[config.mk]
export PLATFORM = sky130hd
export DESIGN_NAME = cv32e40p_obi_sram_bridge
export DESIGN_NICKNAME = d
export VERILOG_FILES = /design/src/rtl/cv32e40p_obi_sram_bridge.sv
export SDC_FILE = /design/constraint.sdc
export NUM_CORES = 1
export LEC_CHECK = 0
export ABC_CLOCK_PERIOD_IN_PS = 1850
export CAP_MARGIN = 20
export CORE_AREA = 2 2 74 76
export CTS_BUF_LIST = sky130_fd_sc_hd__clkbuf_4 sky130_fd_sc_hd__clkbuf_8
export CTS_CLUSTER_SIZE = 40
export DETAILED_ROUTE_END_ITERATION = 16
export DIE_AREA = 0 0 76 78
export GPL_ROUTABILITY_DRIVEN = 0
export HOLD_SLACK_MARGIN = 0.15
export PLACE_DENSITY_LB_ADDON = 0.05
export SETUP_SLACK_MARGIN = 0.5
export SYNTH_ARGS = -nofsm -noshare
export SYNTH_HDL_FRONTEND = slang
export SYNTH_SLANG_ARGS = --single-unit
[constraint.sdc]
create_clock -name clk_i -period 1.85 [get_ports clk_i]
set_input_delay 0.2775 -clock clk_i [delete_from_list [all_inputs] [get_ports clk_i]]
set_output_delay 0.2775 -clock clk_i [all_outputs]
set_load 0.02 [all_outputs]
[src/rtl/cv32e40p_obi_sram_bridge.sv]
// OBI data-port responder backed by a single-port, byte-enabled synchronous SRAM.
//
// Handshake: a transfer is accepted in the cycle where req_i && gnt_o. The
// requester holds req_i and its address/control until that cycle. Each accepted
// transfer produces exactly one rvalid_o pulse RVALID_DELAY cycles later, in
// acceptance order. There is no response backpressure because OBI has no rready.
//
// Grant stalling uses a 3-bit counter, stall_q, with two states. IDLE means
// stall_q is 0. WAIT means a request is being held off. The state is kept in
// r_state and mirrored on w_fsm_state so a checker can bind to it.
// Addresses outside the SRAM window never reach the SRAM. Reads outside the
// window return OOB_RDATA. Writes outside the window are dropped and return 0.
module cv32e40p_obi_sram_bridge #(
    parameter int unsigned ADDR_WIDTH   = 14,
    parameter logic [31:0] BASE_ADDR    = 32'h0001_0000,
    parameter int unsigned GNT_DELAY    = 0,
    parameter int unsigned RVALID_DELAY = 1,
    parameter logic [31:0] OOB_RDATA    = 32'hDEAD_BEEF
) (
    input  logic                  clk_i,
    input  logic                  rst_ni,
    input  logic                  req_i,
    output logic                  gnt_o,
    input  logic [31:0]           addr_i,
    input  logic                  we_i,
    input  logic [3:0]            be_i,
    input  logic [31:0]           wdata_i,
    output logic                  rvalid_o,
    output logic [31:0]           rdata_o,
    output logic                  sram_req_o,
    output logic                  sram_we_o,
    output logic [3:0]            sram_be_o,
    output logic [ADDR_WIDTH-1:0] sram_addr_o,
    output logic [31:0]           sram_wdata_o,
    input  logic [31:0]           sram_rdata_i
);

    typedef enum logic {
        ST_IDLE = 1'b0,
        ST_WAIT = 1'b1
    } state_e;

    localparam logic [2:0]  GNT_DLY3  = 3'(GNT_DELAY);
    // The window size in bytes needs 33 bits so that ADDR_WIDTH up to 30 still fits.
    localparam logic [32:0] WIN_BYTES = 33'(64'd4 << ADDR_WIDTH);

    state_e      r_state;
    state_e      w_state_nxt;
    logic [2:0]  r_stall_q;
    logic [2:0]  w_stall_nxt;
    logic        w_gnt;
    logic        w_fsm_state;

    logic [31:0] w_offset;
    logic        w_in_win;

    logic        r_s1_valid;
    logic        r_s1_we;
    logic        r_s1_oob;
    logic [31:0] w_s1_data;

    assign w_fsm_state = r_state;

    // State register: stall counter and FSM state
    always_ff @(posedge clk_i or negedge rst_ni) begin
        if (!rst_ni) begin
            r_state   <= ST_IDLE;
            r_stall_q <= 3'd0;
        end else begin
            r_state   <= w_state_nxt;
            r_stall_q <= w_stall_nxt;
        end
    end

    // Next state: count the stalled cycles of a held request, and clear the counter on grant or when req_i drops
    always_comb begin
        w_state_nxt = r_state;
        w_stall_nxt = r_stall_q;
        if (GNT_DELAY == 0) begin
            w_state_nxt = ST_IDLE;
            w_stall_nxt = 3'd0;
        end else begin
            case (r_state)
                ST_IDLE: begin
                    if (req_i && !w_gnt) begin
                        w_state_nxt = ST_WAIT;
                        w_stall_nxt = r_stall_q + 3'd1;
                    end
                end
                ST_WAIT: begin
                    if (!req_i || w_gnt) begin
                        w_state_nxt = ST_IDLE;
                        w_stall_nxt = 3'd0;
                    end else begin
                        w_stall_nxt = r_stall_q + 3'd1;
                    end
                end
                default: begin
                    w_state_nxt = ST_IDLE;
                    w_stall_nxt = 3'd0;
                end
            endcase
        end
    end

    // Output: the grant fires when the counter has reached the configured stall
    always_comb begin
        w_gnt = 1'b0;
        if (GNT_DELAY == 0) begin
            w_gnt = req_i;
        end else begin
            w_gnt = req_i && (r_stall_q == GNT_DLY3);
        end
    end

    assign gnt_o = w_gnt;

    // Window check. The subtraction wraps at 32 bits, so addresses below BASE_ADDR fall out of the window.
    assign w_offset    = addr_i - BASE_ADDR;
    assign w_in_win    = ({1'b0, w_offset} < WIN_BYTES);
    assign sram_addr_o = w_offset[ADDR_WIDTH+1:2];

    // SRAM strobe in the grant cycle. Byte enables are masked whenever no access happens.
    always_comb begin
        sram_req_o   = w_gnt && w_in_win;
        sram_we_o    = we_i;
        sram_wdata_o = wdata_i;
        sram_be_o    = sram_req_o ? be_i : 4'b0000;
    end

    // Response stage 1: capture the grant, direction and window result for the next cycle
    always_ff @(posedge clk_i or negedge rst_ni) begin
        if (!rst_ni) begin
            r_s1_valid <= 1'b0;
            r_s1_we    <= 1'b0;
            r_s1_oob   <= 1'b0;
        end else begin
            r_s1_valid <= w_gnt;
            r_s1_we    <= we_i;
            r_s1_oob   <= !w_in_win;
        end
    end

    // Stage-1 data is resolved when the SRAM read data is valid. The value is zero unless a read response is present.
    always_comb begin
        w_s1_data = 32'd0;
        if (r_s1_valid && !r_s1_we) begin
            w_s1_data = r_s1_oob ? OOB_RDATA : sram_rdata_i;
        end
    end

    generate
        if (RVALID_DELAY == 1) begin : g_rv_direct
            assign rvalid_o = r_s1_valid;
            assign rdata_o  = w_s1_data;
        end else begin : g_rv_tail
            localparam int unsigned TAIL = RVALID_DELAY - 1;

            logic [TAIL-1:0] r_tail_vld;
            logic [31:0]     r_tail_dat [TAIL];

            // Stages 2..N: an unconditional shift register of resolved responses
            always_ff @(posedge clk_i or negedge rst_ni) begin
                if (!rst_ni) begin
                    r_tail_vld <= '0;
                    for (int i = 0; i < int'(TAIL); i++) begin
                        r_tail_dat[i] <= 32'd0;
                    end
                end else begin
                    r_tail_vld[0] <= r_s1_valid;
                    r_tail_dat[0] <= w_s1_data;
                    for (int i = 1; i < int'(TAIL); i++) begin
                        r_tail_vld[i] <= r_tail_vld[i-1];
                        r_tail_dat[i] <= r_tail_dat[i-1];
                    end
                end
            end

            assign rvalid_o = r_tail_vld[TAIL-1];
            assign rdata_o  = r_tail_dat[TAIL-1];
        end
    endgenerate

endmodule

## After elaboration in Yosys (flattened, before gate mapping)

Index checks and enable logic that the tools add are counted.

| word-level totals | value |
|---|---|
| bits of input ports | 104 |
| output and inout port bits | 86 |
| flip-flop bits (word level) | 3 |

| cells by class | value |
|---|---|
| reductions and logical operators | 4 |
| $lt $le $gt $ge | 1 |
| add/subtract/negate cells | 1 |
| muxes and demuxes | 3 |

Operators by type and width:

| operator | count |
|---|---|
| two-way mux 32 bit | 2 |
| less-than comparator 32 x 17 -> 1 bit (second input constant) | 1 |
| subtractor 32 x 17 -> 32 bit (second input constant) | 1 |
| two-way mux 4 bit | 1 |
| logical AND 1 bit | 2 |
| logical NOT 1 bit | 2 |

## Longest topological paths before layout

| logic depth | value |
|---|---|
| word-level depth | 4 |
| gate-level depth with buffers | 4 |
| depth with buffers taken out | 3 |

## Worst setup path after synthesis

OpenSTA, ideal clock, no wires.

| path | value |
|---|---|
| kind | input-to-output |
| from | input port addr_i[28] |
| to | output port sram_be_o[0] |
| slack | 0.132 ns |
| arrival | 1.441 ns |
| path buffers | 1 |
| stages on the path | 3 |
| path through | or4_1 buf_2 nor3_1 |

| between the ends | value |
|---|---|
| longest elaborated chain between the ends | 4 |

RTL lines:

| item | RTL line | source |
|---|---|---|
| start: declaration | 24 | `input logic [31:0] addr_i,` |
| subtractor 32 x 17 -> 32 bit | 119 | `assign w_offset = addr_i - BASE_ADDR;` |
| less-than comparator 32 x 17 -> 1 bit | 120 | `assign w_in_win = ({1'b0, w_offset} < WIN_BYTES);` |
| logical AND 1 bit | 125 | `sram_req_o = w_gnt && w_in_win;` |
| two-way mux 4 bit | 128 | `sram_be_o = sram_req_o ? be_i : 4'b0000;` |
| end: declaration | 32 | `output logic [3:0] sram_be_o,` |

Every way passes these cells.

## Worst setup path in the final report

| path | value |
|---|---|
| from | register r_s1_oob |
| to | output port rdata_o[14] |

| between the ends | value |
|---|---|
| longest elaborated chain between the ends | 2 |

RTL lines:

| item | RTL line | source |
|---|---|---|
| start: declaration | 59 | `logic r_s1_oob;` |
| start signal: assignment | 140 | `r_s1_oob <= !w_in_win;` |
| two-way mux 32 bit | 148 | `w_s1_data = r_s1_oob ? OOB_RDATA : sram_rdata_i;` |
| two-way mux 32 bit | 147 | `if (r_s1_valid && !r_s1_we) begin` |
| end: declaration | 29 | `output logic [31:0] rdata_o,` |

Every way passes these cells.

==> metrics.cfg <==
[pwr]
clock_power_share_pct=33.4
pwr-share-comb_pct=55.1
powerDensity_nw_per_um2=286
swShare_pct=28.8
leakagePower_nw=0.903
p_int_uw=430
share_seq_of_total_power_pct=11.5
ir_drop_mv=0.184
p_switching_uw=174

[floorplanning]
rows=26
dieArea_um2=5930
die_w_um=76
start_util_pct=15.6
die_height_um=78
coreArea_um2=5040
io_pins=190

[worst_setup_path]
crit_arrival_ns=1.31
worstSetupStartpointType=flop
end_kind=output port
critical_path_required_ns=1.57
startpoint=r_s1_oob
timing_worst_setup_path_type=flop to output port
crit_path_max_fanout=8

[grt]
grt_max_degree=13
grt_pass1_wl_um=5490
gr-total-overflow=0
track_usage_pct=11.2
antenna_found_initial=0
first_global_vias=1155

[routing]
wl_met1_um=1130
route.met2.wl_um=1760
final_antenna_net_count=0
routed_wl_um=3420
routedWlPerCell_um=13.1
dr.max_layer_used=met4
remaining_drc_errors=0
drt_pass1_iterations=2
num_vias=1015
drtIter0Drc=12
via_per_inst=3.87
met3WireLength_um=522

[clocking]
root_buffer=clkbuf_8
clock_sinks=3
clockBufferDepth=2
cts_tree=yes
cts.clk_slew.worst_paths_ns=0.03
htree_levels=1
cts_buffers=3
ctsHoldBuffers=0

[cells_and_area]
num_antenna_cells=0
drive_gt1_share_pct=66.7
finalNetCount=297
stdcell_count=262
fillCellCount=525
utilization_pct=42.0
syn2layout_area_growth_pct=169
final_common_cell=buf_6
fin_area_um2=2120
final_cell_mix=buf_6, clkdlybuf4s50_1, nor2_4

[logic_synthesis]
synth_area_um2=787
synthDistinctLibCells=15
synth.avg_cell_area_um2=5.96
synth-seq-cells=3
yosysSeqAreaShare_pct=9.54
syn-instance-count=132
yosysWarningCount=0
synth_nets=236

[sta]
fmax_mhz=630
min_period_over_period_pct=85.8
timing.slew.headroom_pct=84.4
setup_ws_ns=0.264
drv_slew=0
min_period_ns=1.59
hold_ws_ns=0.251
tightestPinTransition_ns=0.233
rsz0062_at_grt=true
finalHoldViolCount=0
setup_viol=0

[placed_design]
preCtsSetupSlack_ns=-0.553
dp_cells=247
io_buffers=95
place_hpwl_um=2470
place_area_um2=1720

[worst_hold_path]
hold_path.class=input port to async pin

[run]
max_cap_viol_count=0

[status]
outcome=completed

-- what timing repair did --
| item | CTS | global route |
|---|---|---|
| resized for setup | 299 | 33 |
| cloned | 3 | 1 |
| endpoints found under the setup margin | 41 | 39 |
| buffers inserted | 6 | 1 |
| pin swaps | 26 | 9 |
-- final timing paths --
path / endpoint / slack [ns] / depth (start not counted)
setup / recovery: rdata_o[14] / 0.26 / 4
hold / removal: r_s1_oob / 0.25 / 1
max in group asynchronous: r_s1_oob / 1.44 / 1
min in group clk_i: r_s1_oob / 0.50 / 3
-- metal layers --
metal	global-route usage, %	vias up
met5	0	-
met4	2.91	0
met3	6.74	6
met2	20.4	90
met1	10.7	438
li1	-	481
-- synthesized netlist by cell type (all sizes together) --
library cell  count  area (µm²)
nand2             4        15.0
or2               1        6.26
nor3              5        25.0
nand2b            1        6.26
buf              49         365
nor4b             1        8.76
nand3             1        5.00
nor2             49         184
clkbuf            6        22.5
inv               1        3.75
or4               1        7.51
dfrtp             3        75.1
nor4              2        12.5
and2              8        50.1
-- kinds of logic after synthesis --
| logic type | share of synthesized area (%) |
|---|---|
| buffers and inverters | 49.8 |
| flip-flops | 9.54 |
| AND/OR/NAND/NOR | 40.7 |
-- final cells by class --
cell class | instances | area (µm²) | area share, %
Multi-Input combinational cell | 73 | 698 | 33.0
Tap cell | 70 | 87.6 | 4.14
Timing Repair Buffer | 111 | 1200 | 56.8
Inverter | 1 | 3.75 | 0.177
Clock buffer | 4 | 48.8 | 2.30
Sequential cell | 3 | 76.3 | 3.61
-- power by group through the flow --
stage / registers [mW] / clock network [mW] / logic, mW
floorplan: 0.0712 / 0 / 0.248
global placement: 0.0699 / 0 / 0.289
detailed placement: 0.0700 / 0 / 0.289
CTS: 0.0698 / 0.208 / 0.310
global route: 0.0701 / 0.214 / 0.354
finish: 0.0697 / 0.202 / 0.333
-- sequential cells by signal, indices dropped and copies added (netlist names) --
signal,flops
r_s1_we,1
r_s1_oob,1
rvalid_o,1
-- metrics by stage --
step	TNS, ns	total power [mW]
after detailed placement	-2.61	0.359
after global routing	0	0.638
after floorplan	0	0.319
after global placement	-2.64	0.359
final	0	0.604
after CTS	0	0.588
-- critical path, cell delays in order (launching register included) --
cell     delay (ns)
dfrtp_2        0.47
nor2_4         0.25
buf_6          0.13
and2_2         0.13
buf_6          0.11
Power figures use the tool's default switching activity.
